[src/rtl/pbs_pkg.sv]
// Shared types and constants for the battle turn sequencer and its datapath.
package pbs_pkg;

    localparam int unsigned HP_W   = 4;
    localparam int unsigned CNT_W  = 4;
    localparam int unsigned TURN_W = 8;
    localparam int unsigned MOVE_W = 2;

    localparam logic [HP_W-1:0] MAX_HP = 4'd9;

    localparam logic ACT_PLAYER = 1'b0;
    localparam logic ACT_AI     = 1'b1;
    localparam logic TGT_PLAYER = 1'b0;
    localparam logic TGT_AI     = 1'b1;

    typedef enum logic [3:0] {
        IDLE,
        P_SEL,
        P_CALC,
        P_APPLY,
        P_WAIT,
        P_CHECK,
        A_SEL,
        A_CALC,
        A_APPLY,
        A_WAIT,
        A_CHECK,
        OVER
    } state_t;

    // Control strobes driven into pbs_dp
    typedef struct packed {
        logic actr;
        logic target;
        logic calc_dmg;
        logic app_dmg;
    } dp_ctrl_t;

    // HP above MAX_HP can only come from a 4-bit underflow, so it counts as zero
    function automatic logic is_knockout(input logic [HP_W-1:0] hp);
        return (hp == '0) || (hp > MAX_HP);
    endfunction

endpackage

[src/rtl/pbs_settle_cnt.sv]
// Load/decrement settle counter shared by the SEL and WAIT states.
module pbs_settle_cnt
    import pbs_pkg::*;
(
    input  logic             clk,
    input  logic             i_rst_n,
    input  logic             i_load,
    input  logic [CNT_W-1:0] i_load_val,
    input  logic             i_dec,
    output logic             o_done_c
);

    logic [CNT_W-1:0] r_cnt;

    always_ff @(posedge clk) begin
        if (!i_rst_n) begin
            r_cnt <= '0;
        end else if (i_load) begin
            r_cnt <= i_load_val;
        end else if (i_dec && (r_cnt != '0)) begin
            r_cnt <= r_cnt - CNT_W'(1);
        end
    end

    assign o_done_c = (r_cnt == '0);

endmodule

[src/rtl/pbs_turn_ctrl.sv]
// Turn sequencer: player half-turn, AI half-turn, knockout check and winner latch.
// Outputs are decoded from the next state and registered alongside it.
module pbs_turn_ctrl
    import pbs_pkg::*;
#(
    parameter int unsigned SETTLE_CYCLES = 2
) (
    input  logic              clk,
    input  logic              rst,
    input  logic              move_valid,
    input  logic [MOVE_W-1:0] p_move_in,
    input  logic [HP_W-1:0]   p_hp,
    input  logic [HP_W-1:0]   AI_hp,
    output logic              move_ready,
    output logic [MOVE_W-1:0] p_move,
    output logic              actr,
    output logic              target,
    output logic              calc_dmg,
    output logic              app_dmg,
    output logic              game_over,
    output logic              winner,
    output logic [TURN_W-1:0] turn_cnt
);

    // Counter is reloaded on entry, so it holds S-1 during the first cycle of SEL/WAIT
    localparam logic [CNT_W-1:0] SETTLE_LOAD = CNT_W'(SETTLE_CYCLES - 1);

    state_t              r_state;
    state_t              w_state_next;
    dp_ctrl_t            r_ctrl;
    dp_ctrl_t            w_ctrl_next;
    logic                r_move_ready;
    logic                w_move_ready_next;
    logic                r_game_over;
    logic                w_game_over_next;
    logic [MOVE_W-1:0]   r_p_move;
    logic [MOVE_W-1:0]   w_p_move_next;
    logic                r_winner;
    logic                w_winner_next;
    logic [TURN_W-1:0]   r_turn_cnt;
    logic [TURN_W-1:0]   w_turn_cnt_next;
    logic                w_cnt_load;
    logic                w_cnt_dec;
    logic                w_cnt_done;

    pbs_settle_cnt u_settle_cnt (
        .clk        (clk),
        .i_rst_n    (rst),
        .i_load     (w_cnt_load),
        .i_load_val (SETTLE_LOAD),
        .i_dec      (w_cnt_dec),
        .o_done_c   (w_cnt_done)
    );

    always_ff @(posedge clk) begin
        if (!rst) begin
            r_state      <= IDLE;
            r_ctrl       <= '0;
            r_move_ready <= 1'b1;
            r_game_over  <= 1'b0;
            r_p_move     <= '0;
            r_winner     <= 1'b0;
            r_turn_cnt   <= '0;
        end else begin
            r_state      <= w_state_next;
            r_ctrl       <= w_ctrl_next;
            r_move_ready <= w_move_ready_next;
            r_game_over  <= w_game_over_next;
            r_p_move     <= w_p_move_next;
            r_winner     <= w_winner_next;
            r_turn_cnt   <= w_turn_cnt_next;
        end
    end

    // Next-state, latched data and settle-counter control
    always_comb begin
        w_state_next    = r_state;
        w_p_move_next   = r_p_move;
        w_winner_next   = r_winner;
        w_turn_cnt_next = r_turn_cnt;
        w_cnt_load      = 1'b0;
        w_cnt_dec       = 1'b0;
        case (r_state)
            IDLE: begin
                if (move_valid) begin
                    w_state_next  = P_SEL;
                    w_p_move_next = p_move_in;
                    w_cnt_load    = 1'b1;
                end
            end
            P_SEL: begin
                if (w_cnt_done) w_state_next = P_CALC;
                else            w_cnt_dec    = 1'b1;
            end
            P_CALC:  w_state_next = P_APPLY;
            P_APPLY: begin
                w_state_next = P_WAIT;
                w_cnt_load   = 1'b1;
            end
            P_WAIT: begin
                if (w_cnt_done) w_state_next = P_CHECK;
                else            w_cnt_dec    = 1'b1;
            end
            P_CHECK: begin
                if (is_knockout(AI_hp)) begin
                    w_state_next  = OVER;
                    w_winner_next = 1'b0;
                end else begin
                    w_state_next = A_SEL;
                    w_cnt_load   = 1'b1;
                end
            end
            A_SEL: begin
                if (w_cnt_done) w_state_next = A_CALC;
                else            w_cnt_dec    = 1'b1;
            end
            A_CALC:  w_state_next = A_APPLY;
            A_APPLY: begin
                w_state_next = A_WAIT;
                w_cnt_load   = 1'b1;
            end
            A_WAIT: begin
                if (w_cnt_done) w_state_next = A_CHECK;
                else            w_cnt_dec    = 1'b1;
            end
            A_CHECK: begin
                if (is_knockout(p_hp)) begin
                    w_state_next  = OVER;
                    w_winner_next = 1'b1;
                end else begin
                    w_state_next = IDLE;
                    if (r_turn_cnt != {TURN_W{1'b1}}) begin
                        w_turn_cnt_next = r_turn_cnt + TURN_W'(1);
                    end
                end
            end
            OVER:    w_state_next = OVER;
            default: w_state_next = IDLE;
        endcase
    end

    // Moore decode of the state being entered
    always_comb begin
        w_ctrl_next       = '0;
        w_move_ready_next = 1'b0;
        w_game_over_next  = 1'b0;
        case (w_state_next)
            IDLE: w_move_ready_next = 1'b1;
            P_SEL, P_CALC, P_APPLY, P_WAIT, P_CHECK: begin
                w_ctrl_next.actr   = ACT_PLAYER;
                w_ctrl_next.target = TGT_AI;
            end
            A_SEL, A_CALC, A_APPLY, A_WAIT, A_CHECK: begin
                w_ctrl_next.actr   = ACT_AI;
                w_ctrl_next.target = TGT_PLAYER;
            end
            OVER:    w_game_over_next = 1'b1;
            default: w_ctrl_next      = '0;
        endcase
        w_ctrl_next.calc_dmg = (w_state_next == P_CALC)  || (w_state_next == A_CALC);
        w_ctrl_next.app_dmg  = (w_state_next == P_APPLY) || (w_state_next == A_APPLY);
    end

    assign move_ready = r_move_ready;
    assign p_move     = r_p_move;
    assign actr       = r_ctrl.actr;
    assign target     = r_ctrl.target;
    assign calc_dmg   = r_ctrl.calc_dmg;
    assign app_dmg    = r_ctrl.app_dmg;
    assign game_over  = r_game_over;
    assign winner     = r_winner;
    assign turn_cnt   = r_turn_cnt;

endmodule

[config.mk]
export PLATFORM = sky130hd
export DESIGN_NAME = pbs_turn_ctrl
export DESIGN_NICKNAME = d
export VERILOG_FILES = /design/src/rtl/pbs_pkg.sv /design/src/rtl/pbs_settle_cnt.sv /design/src/rtl/pbs_turn_ctrl.sv
export SDC_FILE = /design/constraint.sdc
export NUM_CORES = 1
export LEC_CHECK = 0
export ABC_AREA = 1
export BUFFER_PORTS_ARGS = -buffer_cell sky130_fd_sc_hd__buf_2
export CAP_MARGIN = 20
export CORE_MARGIN = 2
export CORE_UTILIZATION = 30
export DETAILED_ROUTE_END_ITERATION = 8
export PLACE_DENSITY = 0.59
export SYNTH_ARGS = -nofsm -noshare
export SYNTH_HDL_FRONTEND = slang
export SYNTH_SLANG_ARGS = --single-unit
[constraint.sdc]
create_clock -name clk -period 1.9 [get_ports clk]
set_clock_uncertainty 0.1 [all_clocks]
set_input_delay 0.38 -clock clk [delete_from_list [all_inputs] [get_ports clk]]
set_output_delay 0.38 -clock clk [all_outputs]
set_load 0.01 [all_outputs]
; ---- Word level (Yosys, flattened, before mapping)
; Cells that the tools add are included.
[word_totals]
regBits = 25
[classes]
magnitude_cmp = 2
bitwise = 2
n_addsub = 2
n_mux = 21
reduce_logical = 21
n_eq_ne = 25
[ops]
columns = cell, count
row1 = $pmux W4 S12, 1
row2 = $eq A4 B3 Y1 const B, 8
row3 = $eq A4 B4 Y1 const B, 8
row4 = $mux W4, 7
row5 = $logic_not A4 Y1, 5
row6 = $eq A4 B2 Y1 const B, 4
row7 = $mux W1, 10
row8 = $reduce_or A5 Y1, 2
row9 = $add A8 B1 Y8 const B, 1
row10 = $eq A4 B1 Y1 const B, 2
row11 = $gt A4 B4 Y1 const B, 2
row12 = $ne A8 B8 Y1 const B, 1
row13 = $reduce_and A3 Y1, 2
row14 = $logic_or A1 B1 Y1, 4
row15 = $ne A2 B2 Y1 const B, 2
row16 = $pmux W2 S2, 1
row17 = $reduce_bool A2 Y1, 2
row18 = $reduce_bool A4 Y1, 1
row19 = $reduce_or A2 Y1, 2
row20 = $reduce_or A4 Y1, 1
row21 = $sub A4 B1 Y4 const B, 1
row22 = $pmux W1 S3, 1
row23 = $not A1 Y1, 2
row24 = $pmux W1 S2, 1
row25 = other kinds (2), 2

; ---- Longest topological paths before layout
; Gate-level depths: netlist of run 1.
[logic_depth]
word_depth = 7
ltp_mapped = 12
mapped_depth_nobuf = 12

; ---- Hierarchy
; From an unflattened synthesis of run 1, not the netlist that was laid out.
[unflattened]
hier_cells = 213
area_unflattened_um2 = 1403.8
[modules_own_cells]
columns = module, n_inst, area_each_um2, cells_per_inst
row1 = pbs_turn_ctrl, 1, 1129.8, 172
row2 = pbs_settle_cnt, 1, 274.0, 41

; ---- Worst setup path before layout of run 1
; Ideal clock, no wire load.
[synth_timing]
path_type = reg2reg
start = register r_turn_cnt[1] (netlist: turn_cnt[1])
end = register r_turn_cnt[2] (netlist: turn_cnt[2])
path_slack_ps = 317
path_stages_with_launch = 8
t_arrival_ps = 1368
setup_ps = 115
cell_sequence = dfxtp_1 ha_1 nand3_1 nand3b_4 o21bai_4 inv_2 a21oi_1 nor2_1
[synth_via]
elab_chain_len = 2
[synth_lines]
columns = element, line
row1 = from (decl), pbs_turn_ctrl.sv:40  ; logic [TURN_W-1:0] r_turn_cnt;
row2 = from (signal assigned), pbs_turn_ctrl.sv:71  ; r_turn_cnt <= w_turn_cnt_next;
row3 = branches (longest 2 deep; another with $add A8 B1 Y8), --
; Parallel ways; which one is timed is not known.
; A chain may end at the register's enable or synchronous reset.

; ---- Final worst setup path of run 1
; Ends and elaborated chain as after synthesis.

==> metrics, run 1 <==
status completed; Worst setup SP type flip-flop; Via density around 4.5; Hold Path Class in -> reg; number of global-route vias before repair between 1000 and 1500; FF-to-FF path depth 7; Num CTS Buffers 3; Die H 71.2 microns; Hold Crit Start p_move_in[1]; most frequent cells after synthesis 42 x nand2_1, 32 x nor2_1, 25 x dfxtp_1; post_cts resized 0; grt met1 use 0.181; worst IR drop on VDD 0.555 mV; FF-to-FF Start turn_cnt[1]; Worst R2R End turn_cnt[2]; Final Wtd Congestion approximately 0.86; CP Cell Sequence ha_1 > nand3_1 > nand3b_4 > o21bai_4 > inv_2 > a21oi_1 > nor2_1; CTS tree built; GRT Max-Usage Layer met1; period utilisation layout 0.883; die span in x 71.2 microns; min Tclk post-route between 1.5 and 2 ns; M2 GR Usage 0.177; Distinct cells, synth 27; Worst Path Arrival between 1.5 and 2 ns; Slew Viols, Final 0; CTS root buf clkbuf_8; total track usage 0.119; Core Area 4350 sq um; Required @ worst endpoint between 1.5 and 2 ns; antenna-violating nets left 0; Critical path origin turn_cnt[1]; sequential element share of the synthesized area 0.369; leakage power total between 0.7 and 0.8 nW; DRC errors left 0; I/O pin count 30; Synth top area share 0.369; register share of total power 0.374; final hold vios 0; Worst setup EP type flip-flop; DRT Pass-1 Iters 4; Synth Instances 194; area leader, netlist dfxtp_1; pin count of the biggest net entering global routing 14; most common cell in the synthesized netlist nand2_1; power density cells 1140 nW/um^2; port bufs 29; Logic pwr share 0.450; Layout Nets approximately 240; synthesized cell area 1360 sq um; Rel. slew slack 0.753; #FFs+latches synth 25; Layout area overhead 18.3%; R2R setup slack between 0.2 and 0.25 ns; mean post-synth cell area between 6 and 7 sq um; CP endpoint turn_cnt[2]; top post-synthesis cells by area dfxtp_1 37%, nand2_1 12%, nor2_1 8.9%; met3 Use GR 0.0127; critical path's largest stage delay about 0.40 ns; cts hold-fix bufs 0; Final Setup Violations 0; RSZ-0062 raised after global routing false; Clock Path Buffers 2; Internal Power 1.07 mW; die area slightly above 5000 sq um; final setup TNS 0 ns; number of synthesized flops with an enable pin 0; synth warn 0; via count 1257; Top FF cell, synth dfxtp_1; num rows 24; WL/cell about 11 microns; achievable frequency 0.596 GHz; crit path kind reg -> reg; share of cells above drive strength 1 0.262; Max-cap violations 0; Starting Density 0.311; Post-CTS Setup Bufs 0; Worst-Margin Slew between 0.3 and 0.4 ns; Place WS 0.218 ns; drt total wl around 2900 microns; syn nets about 210; Post-DP HPWL around 2300 microns; worst-skew pair later-pin latency around 0.27 ns; ys async rst share 0; Net Switching roughly 0.77 mW; sinks on the clock net 25; setup ws final around 0.22 ns; CTS clk-pin slew, worst paths ~0.090 ns; first-pass GRT wire length around 4900 microns; ant diodes 0; CP max stage cell dfxtp_1; DRT iter0 DRCs 145; grt ovf 0; critical path peak fanout 10; initial antenna violation count 0; clock group share of total power 0.177; Net Sw Frac 0.419; H-Tree Depth 1
==> placed cells by master (no fill, tap or decap), drive strengths merged <==
master,count
clkbuf,4
nor2,39
nand2,47
xor2,2
o21bai,2
nand4,4
nand3,18
dfxtp,25
a21oi,14
clkinv,2
nand3b,1
ha,2
a21boi,1
nor3,1
o21ai,9
inv,22
o211ai,1
xnor2,2
buf,29
==> logic make-up after synthesis <==
family,share of synthesized area
AOI/OAI and AO/OA,0.121
xor gates and xnor gates,0.0258
adders and majority gates,0.0184
buffers and inverters,0.0729
DFF,0.369
and+or+nand+nor,0.393
==> metrics by stage <==
step / total power, mW / utilization / area [sq um] / hold slack, ns / std cells
final: 1.84 / 0.368 / 1600 / 0.232 / 277
after global routing: 2.00 / 0.368 / 1600 / 0.252 / 277
after CTS: 1.85 / 0.368 / 1600 / 0.235 / 277
after detailed placement: 1.52 / 0.358 / 1560 / 0.360 / 273
after global placement: 1.52 / 0.358 / 1560 / 0.351 / 273
after floorplan: 1.35 / - / 1360 / 0.354 / 194
==> area by class of cell <==
class | instances | area, sq um
Fill cell | 482 | 2750
Multi-Input combinational cell | 143 | 757
Sequential cell | 25 | 500
Timing Repair Buffer | 29 | 145
Inverter | 24 | 91.3
Tap cell | 52 | 65.1
Clock buffer | 4 | 45.0
==> worst min path at each step <==
stage | endpoint | cells past startpoint | slack, ns
5_1_grt | p_move[0] | 3 | 0.25
6_report | p_move[1] | 3 | 0.23
3_5_place_dp | winner | 2 | 0.36
3_3_place_gp | winner | 2 | 0.35
2_1_floorplan | u_settle_cnt.r_cnt[1] | 2 | 0.35
4_1_cts | p_move[1] | 3 | 0.23
==> sequential cells by signal, indices dropped and copies added (netlist names), 2 cells and up <==
name and cells:
r_state 4, p_move 2, turn_cnt 8, u_settle_cnt.r_cnt 4
==> worst max-delay path: cells and delay by family, from the launching register on <==
family / cells / cell delay (ns)
adders and majority gates: 1 / 0.27
and+or+nand+nor: 3 / 0.33
DFF: 1 / 0.40
buffers and inverters: 1 / 0.11
AOI/OAI and AO/OA: 2 / 0.38
==> power by group through the flow <==
| stage | registers [mW] | clock network [mW] | logic (mW) |
|---|---|---|---|
| floorplan | 0.709 | 0 | 0.638 |
| global placement | 0.698 | 0 | 0.824 |
| detailed placement | 0.696 | 0 | 0.826 |
| CTS | 0.687 | 0.335 | 0.831 |
| global route | 0.697 | 0.356 | 0.950 |
| finish | 0.686 | 0.324 | 0.826 |
==> per-layer routing <==
metal  vias to the layer above  wire length (microns)
met5                         -                      0
met4                         0                     29
met3                         2                    133
met2                        28                   1230
met1                       545                   1530
li1                        682                      -
Note: power is estimated with default switching activity, not from simulation.
==> run 2: changes to the inputs <==
--- a/config.mk
+++ b/config.mk
@@ -9,9 +9,10 @@
 export BUFFER_PORTS_ARGS = -buffer_cell sky130_fd_sc_hd__buf_2
 export CAP_MARGIN = 20
 export CORE_MARGIN = 2
-export CORE_UTILIZATION = 30
+export CORE_UTILIZATION = 57
+export CTS_CLUSTER_DIAMETER = 150
 export DETAILED_ROUTE_END_ITERATION = 8
-export PLACE_DENSITY = 0.59
+export PLACE_DENSITY = 0.93
 export SYNTH_ARGS = -nofsm -noshare
 export SYNTH_HDL_FRONTEND = slang
 export SYNTH_SLANG_ARGS = --single-unit
==> constraint.sdc (replaced) <==
create_clock -name clk -period 2 [get_ports clk]
set_clock_uncertainty 0.1 [all_clocks]
set_input_delay 0.4 -clock clk [delete_from_list [all_inputs] [get_ports clk]]
set_output_delay 0.4 -clock clk [all_outputs]
set_load 0.01 [all_outputs]
==> run 2 against run 1 <==
- final cell count is 8.7% lower
- sequential share of layout area is 0.90 points higher
- utilization is 33 points higher
- first-iteration DRC count is 50% lower
==> metrics, run 2 (synthesis results as in run 1) <==
crit path kind reg -> reg; initial antenna violation count 0 (unchanged); final setup TNS 0 ns (unchanged); Critical path origin u_settle_cnt.r_cnt[0]; num rows 17 (-29%); Worst setup EP type flip-flop; most common cell after layout, fill and taps aside nand2_1; Worst setup SP type flip-flop; max reg flops 8 (unchanged); die area 2790 sq um (-45%); DRC errors left 0 (unchanged); Max-cap violations 0 (unchanged); Worst-Margin Slew 0.374 ns (+0.00410 ns); ant diodes 0 (unchanged); final hold vios 0 (unchanged); Final Wtd Congestion 0.919 (+6.4%); Non-Filler Instances 253 (-8.7%); H-Tree Depth 1 (unchanged); clock group share of total power 0.142 (-0.035); power density cells 1090 nW/um^2 (-5.0%); commonest non-fill, non-tap cells in the layout 42 x nand2_1, 32 x nor2_1, 29 x buf_2; total track usage 0.226 (+0.106); Via density 5.15 (+14%); share of cells above drive strength 1 0.267 (+0.00444); Logic pwr share 0.474 (+0.024); Internal Power 0.949 mW (-11%); Clock Path Buffers 2 (unchanged); CP Cell Sequence inv_1 > ha_1 > nand3_1 > nand2_1 > nand2_1 > inv_2 > nor2_2 > nand2_2 > clkinv_2 > nand2_2 > a21boi_2; Worst Path Arrival 1.87 ns (+0.13 ns); Required @ worst endpoint 2.17 ns (+0.20 ns); period utilisation layout 0.848 (-0.0347); FF-to-FF Start u_settle_cnt.r_cnt[0]; critical path's largest stage delay 0.42 ns (+0.02 ns); CTS clk-pin slew, worst paths 0.15 ns (+0.06 ns); antenna-violating nets left 0 (unchanged); WL/cell 11.1 microns (+5.7%); Slew Viols, Final 0 (unchanged); dpl cells 249 (-8.8%); sinks on the clock net 25 (unchanged); worst path bufs/invs 3 (+2); grt ovf 0 (unchanged); Layout area overhead 14.9%; Net Switching 0.746 mW (-3.1%); status completed; Hold Crit Start p_move_in[1]; post_cts resized 0 (unchanged); DRT Pass-1 Iters 5 (+1); critical path peak fanout 4 (-6); worst-skew pair later-pin latency 0.33 ns (+0.06 ns); via count 1304 (+3.7%); Die H 52.8 microns (-26%); min Tclk post-route 1.70 ns (+0.0189 ns); achievable frequency 0.590 GHz (-1.1%); CTS root buf clkbuf_4; leakage power total 0.783 nW (-1.1%); Post-DP HPWL 2140 microns (-5.3%); delay-heaviest family, CP simple AND/OR/NAND/NOR gates; CTS tree built; number of global-route vias before repair 1090 (-3.8%); cts hold-fix bufs 0 (unchanged); drt total wl 2810 microns (-3.5%); register share of total power 0.384 (+0.010); die span in x 52.8 microns (-26%); Num CTS Buffers 3 (unchanged); Hold Path Class in -> reg; R2R setup slack 0.30 ns (+0.08 ns); port bufs 29 (unchanged); Rel. slew slack 0.751 (-0.00274); Core Area 2230 sq um (-49%); CP max stage cell dfxtp_1; Starting Density 0.607 (+0.296); Final Setup Violations 0 (unchanged); pin count of the biggest net entering global routing 16 (+2); Net Sw Frac 0.440 (+0.0210); Layout Nets 241 (unchanged); filler instances 190 (-61%); DRT iter0 DRCs 73 (-50%); first-pass GRT wire length 4690 microns (-5.0%); RSZ-0062 raised after global routing false; I/O pin count 30 (unchanged); Post-CTS Setup Bufs 0 (unchanged); worst IR drop on VDD 0.681 mV (+23%)
-- run 2: cell types whose count changed in the layout (fill, tap and decap cells not counted), sizes merged --
| cell | before | now |
|---|---|---|
| clkbuf | 4 | 3 |
| clkinvlp | 0 | 1 |
-- run 2: stage by stage --
stage	setup slack [ns]	instance area, sq um	utilization	power [mW]	hold WS (ns)
floorplan	0.417	1360	-	1.28	0.354
global placement	0.342	1530	0.685	1.42	0.349
detailed placement	0.338	1530	0.685	1.45	0.354
CTS	0.308	1560	0.698	1.69	0.184
global route	0.164	1560	0.698	1.82	0.187
finish	0.304	1560	0.698	1.70	0.181
-- run 2: tightest hold or removal path, cell delays in order --
cell    delay [ns]
buf_2         0.07
nor2_1        0.03
nor2_1        0.08
-- run 2: power groups by stage --
stage / clock network, mW / registers (mW) / logic (mW)
floorplan: 0 / 0.673 / 0.606
global placement: 0 / 0.658 / 0.763
detailed placement: 0 / 0.659 / 0.789
CTS: 0.243 / 0.649 / 0.797
global route: 0.270 / 0.660 / 0.887
finish: 0.240 / 0.652 / 0.803
-- run 2: area by class of cell --
cell class / instances / area [sq um] / share of cell area
clock buffers: 3 / 22.5 / 0.0144
clock inverters: 1 / 7.51 / 0.00482
inverters: 24 / 91.3 / 0.0586
multi-input cells: 143 / 757 / 0.486
flip-flops and latches: 25 / 500 / 0.321
well taps: 28 / 35.0 / 0.0225
repair buffers: 29 / 145 / 0.0931
-- run 2: worst paths after layout --
path,depth (start not counted),to
worst max register to register,11,calc_dmg
worst min register to register,2,winner
worst min-delay path,3,p_move[1]
worst max-delay path,11,calc_dmg
-- run 2: per-layer routing --
metal	up-vias	track usage	routed length (microns)	part of all wire
li1	685	-	-	-
met1	565	0.311	1350	0.48
met3	4	0.0257	194	0.069
met4	0	0.0769	34	0.012
met2	50	0.363	1240	0.44
met5	-	0	0	0
